### src/rtl/fetch_pkg.sv
// Shared fetch-stage types and constants, also used by the control unit.
package fetch_pkg;

    localparam int INSTR_W = 32;
    localparam int PC_W    = 32;

    localparam logic [6:0] OP_R_TYPE = 7'b0110011;
    localparam logic [6:0] OP_I_TYPE = 7'b0010011;

    typedef struct packed {
        logic [PC_W-1:0]    pc;
        logic [INSTR_W-1:0] instr;
    } fetch_entry_t;

    typedef enum logic {
        IDLE,
        RUN
    } fetch_state_t;

endpackage

### src/rtl/fetch_fifo.sv
// Small synchronous FIFO with a flush that discards all entries in one cycle.
module fetch_fifo #(
    parameter int WIDTH = 32,
    parameter int DEPTH = 2,
    localparam int CNT_W = $clog2(DEPTH + 1),
    localparam int PTR_W = (DEPTH > 1) ? $clog2(DEPTH) : 1
) (
    input  logic             clk,
    input  logic             rst_n,
    input  logic             flush,
    input  logic             push,
    input  logic             pop,
    input  logic [WIDTH-1:0] push_data,
    output logic [WIDTH-1:0] head,
    output logic [CNT_W-1:0] count
);

    logic [WIDTH-1:0] mem [DEPTH];
    logic [PTR_W-1:0] rd_ptr;
    logic [PTR_W-1:0] wr_ptr;
    logic             do_push;
    logic             do_pop;

    function automatic logic [PTR_W-1:0] next_ptr(input logic [PTR_W-1:0] p);
        return (p == PTR_W'(DEPTH - 1)) ? '0 : p + PTR_W'(1);
    endfunction

    // A push into a full FIFO is only accepted when the head leaves in the same cycle.
    assign do_pop  = pop & (count != '0);
    assign do_push = push & ((count != CNT_W'(DEPTH)) | do_pop);
    assign head    = mem[rd_ptr];

    always_ff @(posedge clk or negedge rst_n) begin
        if (!rst_n) begin
            rd_ptr <= '0;
            wr_ptr <= '0;
            count  <= '0;
            for (int i = 0; i < DEPTH; i++) begin
                mem[i] <= '0;
            end
        end else if (flush) begin
            rd_ptr <= '0;
            wr_ptr <= '0;
            count  <= '0;
        end else begin
            if (do_push) begin
                mem[wr_ptr] <= push_data;
                wr_ptr      <= next_ptr(wr_ptr);
            end
            if (do_pop) begin
                rd_ptr <= next_ptr(rd_ptr);
            end
            count <= count + CNT_W'(do_push) - CNT_W'(do_pop);
        end
    end

endmodule

### src/rtl/instr_fetch_unit.sv
// Instruction fetch stage: PC ownership, credit-limited memory requests,
// response tagging, 2-entry instruction queue and redirect with response drop.
module instr_fetch_unit
    import fetch_pkg::*;
#(
    parameter int                ADDR_W   = 32,
    parameter logic [ADDR_W-1:0] RESET_PC = '0,
    parameter int                DEPTH    = 2
) (
    input  logic              clk_i,
    input  logic              rst_n_i,
    input  logic              start_i,
    output logic              imem_req_o,
    output logic [ADDR_W-1:0] imem_addr_o,
    input  logic              imem_gnt_i,
    input  logic              imem_rvalid_i,
    input  logic [31:0]       imem_rdata_i,
    output logic              instr_valid_o,
    input  logic              instr_ready_i,
    output logic [31:0]       instr_o,
    output logic [ADDR_W-1:0] pc_o,
    output logic [6:0]        op_o,
    input  logic              redirect_i,
    input  logic [ADDR_W-1:0] redirect_pc_i
);

    localparam int CNT_W   = $clog2(DEPTH + 1);
    localparam int ENTRY_W = $bits(fetch_entry_t);

    fetch_state_t      state;
    fetch_state_t      state_next;
    logic [ADDR_W-1:0] fetch_pc;
    logic [CNT_W-1:0]  outstanding;
    logic [CNT_W-1:0]  drop;
    logic [CNT_W-1:0]  instr_count;
    logic [CNT_W-1:0]  tag_count;
    logic [ADDR_W-1:0] tag_pc;
    logic [ENTRY_W-1:0] head_bits;
    fetch_entry_t      push_entry;
    fetch_entry_t      head_entry;
    logic              credit;
    logic              grant;
    logic              resp_ok;
    logic              resp_drop;
    logic              resp_keep;
    logic              pop;
    logic              unused_lsb;

    // Requests in flight plus queued entries may never exceed the queue depth.
    assign credit    = ({1'b0, outstanding} + {1'b0, instr_count}) < (CNT_W + 1)'(DEPTH);
    assign grant     = imem_req_o & imem_gnt_i;
    assign resp_ok   = imem_rvalid_i & (outstanding != '0);
    assign resp_drop = resp_ok & (drop != '0);
    assign resp_keep = resp_ok & (drop == '0) & (tag_count != '0) & ~redirect_i;
    assign pop       = instr_valid_o & instr_ready_i & ~redirect_i;

    assign imem_addr_o   = fetch_pc;
    assign instr_valid_o = (instr_count != '0);
    assign push_entry    = '{pc: PC_W'(tag_pc), instr: imem_rdata_i};
    assign head_entry    = fetch_entry_t'(head_bits);
    assign instr_o       = head_entry.instr;
    assign pc_o          = ADDR_W'(head_entry.pc);
    assign op_o          = head_entry.instr[6:0];
    assign unused_lsb    = ^redirect_pc_i[1:0];

    always_ff @(posedge clk_i or negedge rst_n_i) begin
        if (!rst_n_i) begin
            state <= IDLE;
        end else begin
            state <= state_next;
        end
    end

    always_comb begin
        state_next = state;
        imem_req_o = 1'b0;
        case (state)
            IDLE: begin
                if (start_i) begin
                    state_next = RUN;
                end
            end
            RUN: begin
                imem_req_o = ~redirect_i & credit;
                if (!start_i) begin
                    state_next = IDLE;
                end
            end
            default: state_next = IDLE;
        endcase
    end

    // A redirect re-arms drop with every response still owed, excluding one returning now.
    always_ff @(posedge clk_i or negedge rst_n_i) begin
        if (!rst_n_i) begin
            fetch_pc    <= RESET_PC;
            outstanding <= '0;
            drop        <= '0;
        end else begin
            outstanding <= outstanding + CNT_W'(grant) - CNT_W'(resp_ok);
            if (redirect_i) begin
                fetch_pc <= {redirect_pc_i[ADDR_W-1:2], 2'b00};
                drop     <= outstanding - CNT_W'(resp_ok);
            end else begin
                if (grant) begin
                    fetch_pc <= fetch_pc + ADDR_W'(4);
                end
                if (resp_drop) begin
                    drop <= drop - CNT_W'(1);
                end
            end
        end
    end

    fetch_fifo #(
        .WIDTH (ADDR_W),
        .DEPTH (DEPTH)
    ) u_tag_fifo (
        .clk       (clk_i),
        .rst_n     (rst_n_i),
        .flush     (redirect_i),
        .push      (grant),
        .pop       (resp_keep),
        .push_data (fetch_pc),
        .head      (tag_pc),
        .count     (tag_count)
    );

    fetch_fifo #(
        .WIDTH (ENTRY_W),
        .DEPTH (DEPTH)
    ) u_instr_fifo (
        .clk       (clk_i),
        .rst_n     (rst_n_i),
        .flush     (redirect_i),
        .push      (resp_keep),
        .pop       (pop),
        .push_data (push_entry),
        .head      (head_bits),
        .count     (instr_count)
    );

endmodule

### config.mk
export PLATFORM = sky130hd
export DESIGN_NAME = instr_fetch_unit
export DESIGN_NICKNAME = d
export VERILOG_FILES = /design/src/rtl/fetch_pkg.sv /design/src/rtl/fetch_fifo.sv /design/src/rtl/instr_fetch_unit.sv
export SDC_FILE = /design/constraint.sdc
export NUM_CORES = 1
export LEC_CHECK = 0
export ABC_AREA = 0
export ABC_CLOCK_PERIOD_IN_PS = 5600
export CORE_MARGIN = 2
export CORE_UTILIZATION = 58
export CTS_CLUSTER_DIAMETER = 30
export DETAILED_ROUTE_END_ITERATION = 6
export PLACE_DENSITY = 0.86
export SYNTH_ARGS = -nofsm -noshare
export SYNTH_HDL_FRONTEND = slang
export SYNTH_SLANG_ARGS = --single-unit
### constraint.sdc
create_clock -name clk_i -period 5.6 [get_ports clk_i]
set_clock_uncertainty 0.1 [all_clocks]
set_input_delay 1.12 -clock clk_i [delete_from_list [all_inputs] [get_ports clk_i]]
set_output_delay 1.12 -clock clk_i [all_outputs]
set_load 0.02 [all_outputs]
==> run_results.csv, run 1 <==
group,metric,value,unit
grt,grt_max_degree,128,
clock_tree,clock_sinks,227,
clock_tree,cts_resized,0,
routing,drt-met1-wl,10260,um
worst_setup_path,worstRegToRegCells,11,
clock_tree,ctsHoldBuffers,0,
routing,met3_length,1363,um
clock_tree,post_cts_buffers,0,
power_and_ir_drop,powerDensity,463.6,nW/um2
clock_tree,cts_max_path_buffers,3,
power_and_ir_drop,ir_worst_vdd,0.4021,mV
sta,tightest_slew,0.8503,ns
worst_setup_path,setup.worst_path.end_class,"output port",
hold_path,whs_path_depth,1,
worst_setup_path,cp_common_cell,"clkdlybuf4s50_1",
logic_synthesis,yosysSeqAreaShare,53.54,%
hold_path,hold_start,"u_tag_fifo.mem[61]",
logic_synthesis,ys_ff_latch,227,
sta,post-route-min-period,4.307,ns
final_layout,drive_above_1_share,37.13,%
sta,rsz0062_at_grt,"false",
routing,wire_per_inst,19.95,um
worst_setup_path,cp_slowest_cell,"clkdlybuf4s50_1",
routing,detail_route.first_pass.iterations,5,
power_and_ir_drop,intPower,4.694,mW
die,die_area,19390,um2
power_and_ir_drop,pwr-share-clk,40.5,%
worst_setup_path,timing.rr.end,"u_tag_fifo.mem[24]",
worst_setup_path,crit_buf_inv,2,
placed_design,hpwl,15710,um
sta,final_hold_viol_count,0,
sta,maxSlewViolCount,0,
final_layout,layout.cells.non_filler,1239,
worst_setup_path,cp.arrival,3.09,ns
power_and_ir_drop,p_leak,6.529,nW
worst_setup_path,cp_cell_sequence,"clkdlybuf4s50_1 -> nor4b_2 -> clkdlybuf4s50_1",
logic_synthesis,synth_area_leaders,"dfrtp_1 (54%), mux2_2 (29%), buf_6 (1.3%), nand2_1 (1.2%), nand3_1 (1.2%)",
worst_setup_path,slowest_delay,0.75,ns
routing,drt-initial-drc-count,467,
logic_synthesis,netlist_instances,794,
routing,vias_per_cell,5.855,
worst_setup_path,crit_type,"primary input to output port",
final_layout,finalNetCount,1058,
worst_setup_path,start_kind,"primary input",
die,dieWidth,139.3,um
worst_setup_path,r2r_slack,2.02,ns
worst_setup_path,required,4.38,ns
run,drv_cap,0,
worst_setup_path,cp_top_family,"buffers and inverters",
routing,met2_length,12200,um
grt,grt_usage,25.90,%
logic_synthesis,ys_warn_count,0,
status,outcome,"finished, final reports clean",
sta,setup-violations-final,0,
sta,fin_setup_tns,0,ns
clock_tree,insertion_delay,0.51,ns
final_layout,fillCellCount,1060,
routing,top_layer,"met4",
logic_synthesis,synth_edf_count,0,
placed_design,numPortBuffers,169,
power_and_ir_drop,p_comb_share,24.4,%
logic_synthesis,syn_avg_cell_area,13.36,um2
hold_path,whs_endpoint,"u_tag_fifo.mem[61]",
logic_synthesis,synth.cell_area,10610,um2
final_layout,antenna_cells,0,
clock_tree,cts_tree,"done",
grt,grt_overflow,0,
logic_synthesis,synthMostInstantiatedCell,"mux2_2",
die,core_area,17960,um2
logic_synthesis,yosysTopAreaCellShare,53.54,%
routing,drtAntennaViolNets,0,
clock_tree,clk_pin_slew,0.05,ns
placed_design,dp_cells,1161,
routing,wirelength,24710,um
power_and_ir_drop,pwr-share-seq,35.1,%
power_and_ir_drop,power_switching_share,27.28,%
die,start_util,59.07,%
routing,drcViolationCount,0,
sta,clock.fmax,0.2322,GHz
grt,antenna_found_initial,0,
power_and_ir_drop,switchingPower,1.761,mW
sta,slew-limit-headroom,43.11,%
hold_path,hp-class,"flop to flop",
clock_tree,clockRootBuffer,"clkbuf_16",
logic_synthesis,synthFlopType,"dfrtp_1",
worst_setup_path,r2r_start,"u_instr_fifo.count[0]",
die,io_pins,176,
sta,finalCritPeriodShare,76.92,%
die,die_h,139.3,um
die,rows,49,
clock_tree,cts-buffers-inserted,43,
placed_design,place.gp.congestion,0.8362,
grt,first_global_vias,7794,
clock_tree,htreeDepth,2,
logic_synthesis,async_reset_ff_share,100.0,%
worst_setup_path,crit_start,"redirect_i",
logic_synthesis,synth_top_cell_by_area,"dfrtp_1",
logic_synthesis,yosys.cell_types.count,49,
logic_synthesis,synth_commonest_cells,"mux2_2 (269), dfrtp_1 (227), nand2_1 (35)",
final_layout,area_delta_synth_final,31.21,%
routing,vias,7254,
worst_setup_path,crit_fanout,18,
grt,grt_pass1_wl,40710,um
-- layer usage --
metal / vias up / GRT usage (%)
li1: 3246 / -
met1: 3656 / 33.85
met2: 273 / 42.78
met3: 79 / 4.783
met4: 0 / 11.11
met5: - / 0
-- layout by cell type (no fill, tap or decap), types with 7 or more instances in the layout --
cell type / instances
a21oi_1: 7
and3_1: 8
buf_4: 16
clkbuf_16: 45
clkbuf_8: 8
clkdlybuf4s50_1: 168
clkinv_2: 7
dfrtp_1: 226
ha_1: 9
inv_1: 18
mux2_1: 7
mux2_2: 269
nand2_1: 35
nand3_1: 26
nand4_1: 9
nor2_1: 20
nor3_1: 7
o211ai_1: 10
o21ai_0: 18
-- state kept, by name, indices dropped and copies added (netlist names) --
name                 flops
state                    1
drop                     2
u_instr_fifo.rd_ptr      1
outstanding              2
u_tag_fifo.wr_ptr        1
u_tag_fifo.rd_ptr        1
u_instr_fifo.wr_ptr      1
imem_addr_o             30
u_tag_fifo.count         2
u_instr_fifo.count       2
u_instr_fifo.mem       124
u_tag_fifo.mem          60
-- worst max-delay path by stage --
stage	end	slack (ns)	cells past startpoint
floorplan	outstanding[1]	2.39	9
global placement	u_instr_fifo.mem[3]	1.20	7
detailed placement	u_instr_fifo.mem[10]	1.17	7
CTS	imem_req_o	1.29	3
global route	imem_req_o	1.18	3
finish	imem_req_o	1.29	3
-- final cells by class --
cell class                 instances  area (um2)  area share, %
inverter                          18       67.56         0.4853
multi-input combinational        500        4527          32.52
sequential                       227        5682          40.81
clock buffer                      58        1255          9.014
timing repair buffer             187        1857          13.34
tap                              229       286.5          2.058
clock inverter                    20       247.7          1.779
-- power groups by stage --
| stage | Combinational [mW] | Clock (mW) | Sequential (mW) |
|---|---|---|---|
| final | 1.57 | 2.61 | 2.27 |
| after CTS | 1.59 | 2.65 | 2.27 |
| after global routing | 1.69 | 2.72 | 2.32 |
| after global placement | 1.53 | 0 | 2.25 |
| after floorplan | 0.977 | 0 | 2.23 |
| after detailed placement | 1.56 | 0 | 2.28 |
-- worst register-to-register path: cells and delay by family (launching register included) --
family                     cells  cell delay (ns)
muxes                          1             0.32
and+or+nand+nor                4             1.06
adders and majority gates      1             0.45
buffers and inverters          4             0.95
AOI/OAI and AO/OA              1             0.20
DFF                            1             0.37
-- logic make-up after synthesis --
group,Yosys count,share of synthesized area [%]
other cells,1,0.03534
fa+ha+maj,10,1.250
mux,280,29.67
xor+xnor,9,0.7429
flops,227,53.54
buf+inv,70,3.915
simple gates,135,6.604
compound gates,62,4.245
-- metrics by stage --
step	utilization, %	cell area (um2)	worst slack [ns]	hold WS [ns]	total power, mW
floorplan	-	10620	2.389	0.3541	3.208
global placement	69.14	12420	1.204	0.3635	3.779
detailed placement	69.14	12420	1.170	0.3777	3.845
CTS	77.50	13920	1.286	0.3886	6.503
global route	77.50	13920	1.180	0.4042	6.730
finish	77.50	13920	1.293	0.3869	6.454
Power figures use the tool's default switching activity.
==> run 2, diff against run 1 <==
- ABC_CLOCK_PERIOD_IN_PS: 5600 -> 4000
- CORE_UTILIZATION: 58 -> 54
- PLACE_DENSITY: 0.86 -> 0.81
- clock period: 5.6 -> 4 ns (I/O delays scaled with it)
==> run 2 against run 1 <==
  * Clock-buffer cell count is the same
  * Flip-flop and latch count unchanged
  * Sequential power rose by 40%
  * Core utilization fell by 4.7 points
  * Die area increased by 7.2%
  * Non-clock buffer count down 1
  * Combinational power increased by 40%
  * Cell count up 2.9%
  * Design area increased by 1.4%
  * Largest cell class unchanged
  * Highest routed layer unchanged
==> run_results.csv, run 2 (synthesis results as in run 1) <==
group,metric,value,unit
clock_tree,cts_resized,0,
run,drv_cap,0,
clock_tree,clockRootBuffer,"clkbuf_16",
worst_setup_path,r2r_start,"u_instr_fifo.count[0]",
power_and_ir_drop,pwr-share-clk,42.0,%
final_layout,final_cell_mix,"mux2_2 (269), dfrtp_1 (226), clkdlybuf4s50_1 (168)",
sta,fin_setup_tns,0,ns
final_layout,drive_above_1_share,37.23,%
final_layout,antenna_cells,0,
worst_setup_path,crit_type,"flop to output port",
power_and_ir_drop,ir_worst_vdd,0.4062,mV
worst_setup_path,worstRegToRegCells,10,
clock_tree,clk_pin_slew,0.05,ns
worst_setup_path,required,3.10,ns
placed_design,place.gp.congestion,0.8731,
worst_setup_path,timing.rr.end,"u_tag_fifo.mem[26]",
grt,antenna_found_initial,0,
placed_design,numPortBuffers,169,
routing,drtAntennaViolNets,0,
worst_setup_path,cp_cell_sequence,"inv_1 -> nor2_1 -> fa_1 -> nor4b_2 -> clkdlybuf4s50_1",
die,io_pins,176,
clock_tree,cts-buffers-inserted,44,
sta,rsz0062_at_grt,"false",
grt,grt_max_degree,81,
status,outcome,"finished, final reports clean",
power_and_ir_drop,power_switching_share,26.71,%
clock_tree,htreeDepth,2,
grt,grt_pass1_wl,38780,um
final_layout,area_delta_synth_final,33.03,%
worst_setup_path,setup.worst_path.end_class,"output port",
worst_setup_path,start_kind,"flop",
sta,setup-violations-final,0,
grt,first_global_vias,7529,
final_layout,finalNetCount,1058,
final_layout,fillCellCount,1344,
grt,grt_overflow,0,
sta,tightest_slew,0.9258,ns
grt,grt_usage,23.93,%
sta,finalCritPeriodShare,87.74,%
clock_tree,clock_sinks,227,
worst_setup_path,slowest_delay,0.68,ns
worst_setup_path,crit_fanout,4,
power_and_ir_drop,pwr-share-seq,34.2,%
routing,drt-initial-drc-count,343,
final_layout,final_common_cell,"mux2_2",
die,rows,51,
power_and_ir_drop,intPower,6.792,mW
sta,post-route-min-period,3.510,ns
worst_setup_path,cp.arrival,2.61,ns
sta,maxSlewViolCount,0,
die,start_util,54.70,%
routing,detail_route.first_pass.iterations,5,
clock_tree,insertion_delay,0.51,ns
die,die_h,144.2,um
routing,wirelength,24140,um
sta,clock.fmax,0.2849,GHz
clock_tree,post_cts_buffers,0,
routing,drcViolationCount,0,
power_and_ir_drop,switchingPower,2.476,mW
power_and_ir_drop,p_comb_share,23.8,%
power_and_ir_drop,power,9.267,mW
placed_design,hpwl,15260,um
power_and_ir_drop,powerDensity,656.6,nW/um2
die,core_area,19400,um2
clock_tree,ctsHoldBuffers,0,
clock_tree,cts_tree,"done",
worst_setup_path,cp_slowest_cell,"clkdlybuf4s50_1",
final_layout,postLayoutCoreUtil,72.76,%
clock_tree,cts_max_path_buffers,3,
routing,wire_per_inst,18.93,um
routing,vias_per_cell,5.604,
power_and_ir_drop,p_leak,6.588,nW
worst_setup_path,r2r_slack,0.89,ns
final_layout,largest_reg_flops,124,
sta,slew-limit-headroom,38.28,%
die,dieWidth,144.2,um
sta,final_hold_viol_count,0,
hold_path,hp-class,"primary input to async pin",
die,die_area,20790,um2
final_layout,largest-register,"u_instr_fifo.mem",
routing,vias,7145,
[run 2: critical path: cells and delay by family (launching register included)]
family / cells / cell delay [ns]
AND/OR/NAND/NOR: 2 / 0.48
flip-flops: 1 / 0.36
adder cells (fa/ha/maj): 1 / 0.44
buffers and inverters: 2 / 0.83
[run 2: routing by layer]
layer	part of all wire, %	up-vias	wire (um)	GRT usage [%]
met5	0	-	0	0
met4	2.8	0	683	9.147
met3	6.5	57	1574	5.530
met2	50	242	12070	41.10
met1	41	3613	9820	29.56
li1	-	3233	-	-
[run 2: cell type report]
cell class                 instances  area [um2]  area share [%]
clock inverter                    21       330.3           2.340
sequential                       227        5682           40.25
tap                              265       331.6           2.349
clock buffer                      58        1265           8.962
multi-input combinational        500        4527           32.07
inverter                          18       67.56          0.4787
timing repair buffer             186        1912           13.54
[run 2: stage by stage]
| stage | worst slack (ns) | hold WS [ns] | cells | area [um2] |
|---|---|---|---|---|
| 2_1_floorplan | 0.8635 | 0.3541 | 797 | 10620 |
| 3_3_place_gp | 0.5717 | 0.3652 | 1196 | 12520 |
| 3_5_place_dp | 0.5407 | 0.3720 | 1196 | 12520 |
| 4_1_cts | 0.4566 | 0.1835 | 1275 | 14110 |
| 5_1_grt | 0.3677 | 0.2042 | 1275 | 14110 |
| 6_report | 0.4903 | 0.1586 | 1275 | 14110 |
[run 2: how the worst max path moves through the flow]
stage                         end                  start  depth (start not counted)
2_1_floorplan      outstanding[1]  u_instr_fifo.count[0]                         12
3_3_place_gp   u_tag_fifo.mem[27]          imem_rvalid_i                          7
3_5_place_dp    u_tag_fifo.mem[9]          imem_rvalid_i                          7
4_1_cts                imem_req_o  u_instr_fifo.count[0]                          5
5_1_grt                imem_req_o  u_instr_fifo.count[0]                          5
6_report               imem_req_o  u_instr_fifo.count[0]                          5
[run 2: power by group through the flow]
stage,sequential (mW),clock [mW],combinational [mW]
3_5_place_dp,3.19,0,2.20
3_3_place_gp,3.15,0,2.15
5_1_grt,3.24,4.06,2.37
4_1_cts,3.17,3.94,2.23
6_report,3.17,3.89,2.20
2_1_floorplan,3.12,0,1.37
==> run 3, diff against run 2 <==
- PLACE_DENSITY: 0.81 -> 0.89
==> run 3 against run 2 <==
  * Die area is the same
  * Routed wire length up 7.3%
  * Critical path type unchanged
  * Register-to-register slack is essentially flat
  * Sequential share of layout area fell by 0.40 points
  * Cell count is 1.0% higher
  * Critical endpoint is now instr_o[5]
  * Non-clock buffer count up 2
  * Critical path depth is 2 lower
==> run_results.csv, run 3 (synthesis results as in run 1) <==
group,metric,value,unit
die,die_h,144.2,um
worst_setup_path,setup.worst_path.end_class,"output port",
final_layout,finalNetCount,1064,
placed_design,place.gp.congestion,0.8648,
clock_tree,clock_sinks,227,
power_and_ir_drop,powerDensity,673.5,nW/um2
grt,grt_util_met1,31.29,%
die,rows,51,
sta,final_hold_viol_count,0,
grt,antenna_found_initial,0,
worst_setup_path,crit_fanout,19,
grt,grt_pass1_wl,41030,um
routing,drt-initial-drc-count,469,
clock_tree,clk_pin_slew,0.05,ns
final_layout,largest-register,"u_instr_fifo.mem",
sta,maxSlewViolCount,0,
grt,busiest_layer,"met2",
final_layout,largest_reg_flops,124,
final_layout,fillCellCount,1219,
power_and_ir_drop,ir_worst_vdd,0.4291,mV
worst_setup_path,worstRegToRegCells,10,
sta,fin_setup_tns,0,ns
sta,setup-violations-final,0,
power_and_ir_drop,pwr-share-seq,33.3,%
run,drv_cap,0,
clock_tree,cts-buffers-inserted,48,
sta,rsz0062_at_grt,"false",
routing,vias,7365,
sta,slew-limit-headroom,34.79,%
final_layout,postLayoutCoreUtil,73.49,%
die,dieWidth,144.2,um
sta,post-route-min-period,3.546,ns
sta,tightest_slew,0.9781,ns
final_layout,final_common_cell,"mux2_2",
worst_setup_path,cp_cell_sequence,"buf_4 -> mux2_2 -> clkdlybuf4s50_1",
power_and_ir_drop,power_switching_share,27.33,%
final_layout,final_cell_mix,"mux2_2 (269), dfrtp_1 (226), clkdlybuf4s50_1 (168)",
worst_setup_path,cp_slowest_cell,"dfrtp_2",
clock_tree,htreeDepth,2,
worst_setup_path,cp.arrival,2.65,ns
power_and_ir_drop,switchingPower,2.624,mW
final_layout,fin_area,14260,um2
grt,grt_max_degree,104,
die,die_area,20790,um2
routing,drcViolationCount,0,
worst_setup_path,cp_top_family,"buffers and inverters",
clock_tree,clockRootBuffer,"clkbuf_16",
final_layout,area_delta_synth_final,34.36,%
clock_tree,cts_resized,0,
routing,wirelength,25910,um
grt,grt_overflow,0,
routing,detail_route.first_pass.iterations,5,
worst_setup_path,start_kind,"flop",
grt,grt_usage,25.25,%
hold_path,hp-class,"primary input to async pin",
placed_design,hpwl,15550,um
routing,drtAntennaViolNets,0,
clock_tree,cts_tree,"done",
status,outcome,"finished, final reports clean",
clock_tree,insertion_delay,0.53,ns
clock_tree,post_cts_buffers,0,
worst_setup_path,crit_type,"flop to output port",
die,core_area,19400,um2
clock_tree,ctsHoldBuffers,0,
routing,vias_per_cell,5.718,
power_and_ir_drop,p_comb_share,23.2,%
die,start_util,54.70,%
grt,use_met2,42.83,%
sta,fin_ws,0.4537,ns
worst_setup_path,slowest_delay,0.69,ns
worst_setup_path,required,3.10,ns
sta,finalCritPeriodShare,88.66,%
grt,met3_usage,5.430,%
worst_setup_path,timing.rr.end,"u_tag_fifo.mem[40]",
power_and_ir_drop,pwr-share-clk,43.6,%
routing,wire_per_inst,20.12,um
power_and_ir_drop,p_leak,6.679,nW
placed_design,numPortBuffers,169,
power_and_ir_drop,intPower,6.978,mW
placed_design,placed_area,12510,um2
sta,clock.fmax,0.2820,GHz
worst_setup_path,r2r_start,"u_instr_fifo.count[0]",
placed_design,dp_slack,0.5743,ns
die,io_pins,176,
clock_tree,cts_max_path_buffers,3,
worst_setup_path,r2r_slack,0.89,ns
worst_setup_path,crit_buf_inv,2,
final_layout,drive_above_1_share,38.16,%
power_and_ir_drop,power,9.602,mW
grt,first_global_vias,7882,
-- run 3: worst max path at each step --
stage | start | cells past startpoint | slack, ns | endpoint
3_3_place_gp | imem_rvalid_i | 7 | 0.59 | u_instr_fifo.mem[19]
5_1_grt | outstanding[0] | 5 | 0.32 | imem_req_o
2_1_floorplan | u_instr_fifo.count[0] | 12 | 0.86 | outstanding[1]
6_report | u_instr_fifo.rd_ptr | 3 | 0.45 | instr_o[5]
4_1_cts | u_instr_fifo.count[0] | 5 | 0.44 | imem_req_o
3_5_place_dp | imem_rvalid_i | 7 | 0.57 | u_instr_fifo.mem[29]
-- run 3: final cells by class --
| cell class | instances | area [um2] | share of cell area [%] |
|---|---|---|---|
| clock inverter | 26 | 345.3 | 2.422 |
| clock buffer | 63 | 1399 | 9.812 |
| inverter | 18 | 67.56 | 0.4739 |
| tap | 265 | 331.6 | 2.326 |
| antenna | 1 | 2.502 | 0.01755 |
| sequential | 227 | 5682 | 39.85 |
| multi-input combinational | 500 | 4527 | 31.75 |
| timing repair buffer | 188 | 1902 | 13.34 |
-- run 3: layer usage --
layer | vias to the layer above | wire length, um
li1 | 3254 | -
met1 | 3709 | 10070
met4 | 0 | 920
met2 | 326 | 12950
met5 | - | 0
met3 | 76 | 1975
-- run 3: worst register-to-register path, delay by kind of cell (launching register included) --
| family | cells | cell delay [ns] |
|---|---|---|
| AO/OA/AOI/OAI | 1 | 0.19 |
| adder cells (fa/ha/maj) | 1 | 0.45 |
| buffers and inverters | 3 | 0.57 |
| flip-flops | 1 | 0.33 |
| multiplexers | 1 | 0.41 |
| AND/OR/NAND/NOR | 4 | 0.93 |
-- run 3: power by group through the flow --
stage          clock, mW  sequential (mW)  combinational, mW
6_report            4.18             3.19               2.23
5_1_grt             4.36             3.25               2.39
4_1_cts             4.23             3.19               2.25
3_5_place_dp           0             3.20               2.20
3_3_place_gp           0             3.15               2.14
2_1_floorplan          0             3.12               1.37
-- run 3: stage by stage --
stage / hold slack (ns) / instances
6_report: 0.1954 / 1288
5_1_grt: 0.2901 / 1287
4_1_cts: 0.2556 / 1287
3_5_place_dp: 0.3737 / 1198
3_3_place_gp: 0.3638 / 1198
2_1_floorplan: 0.3541 / 797
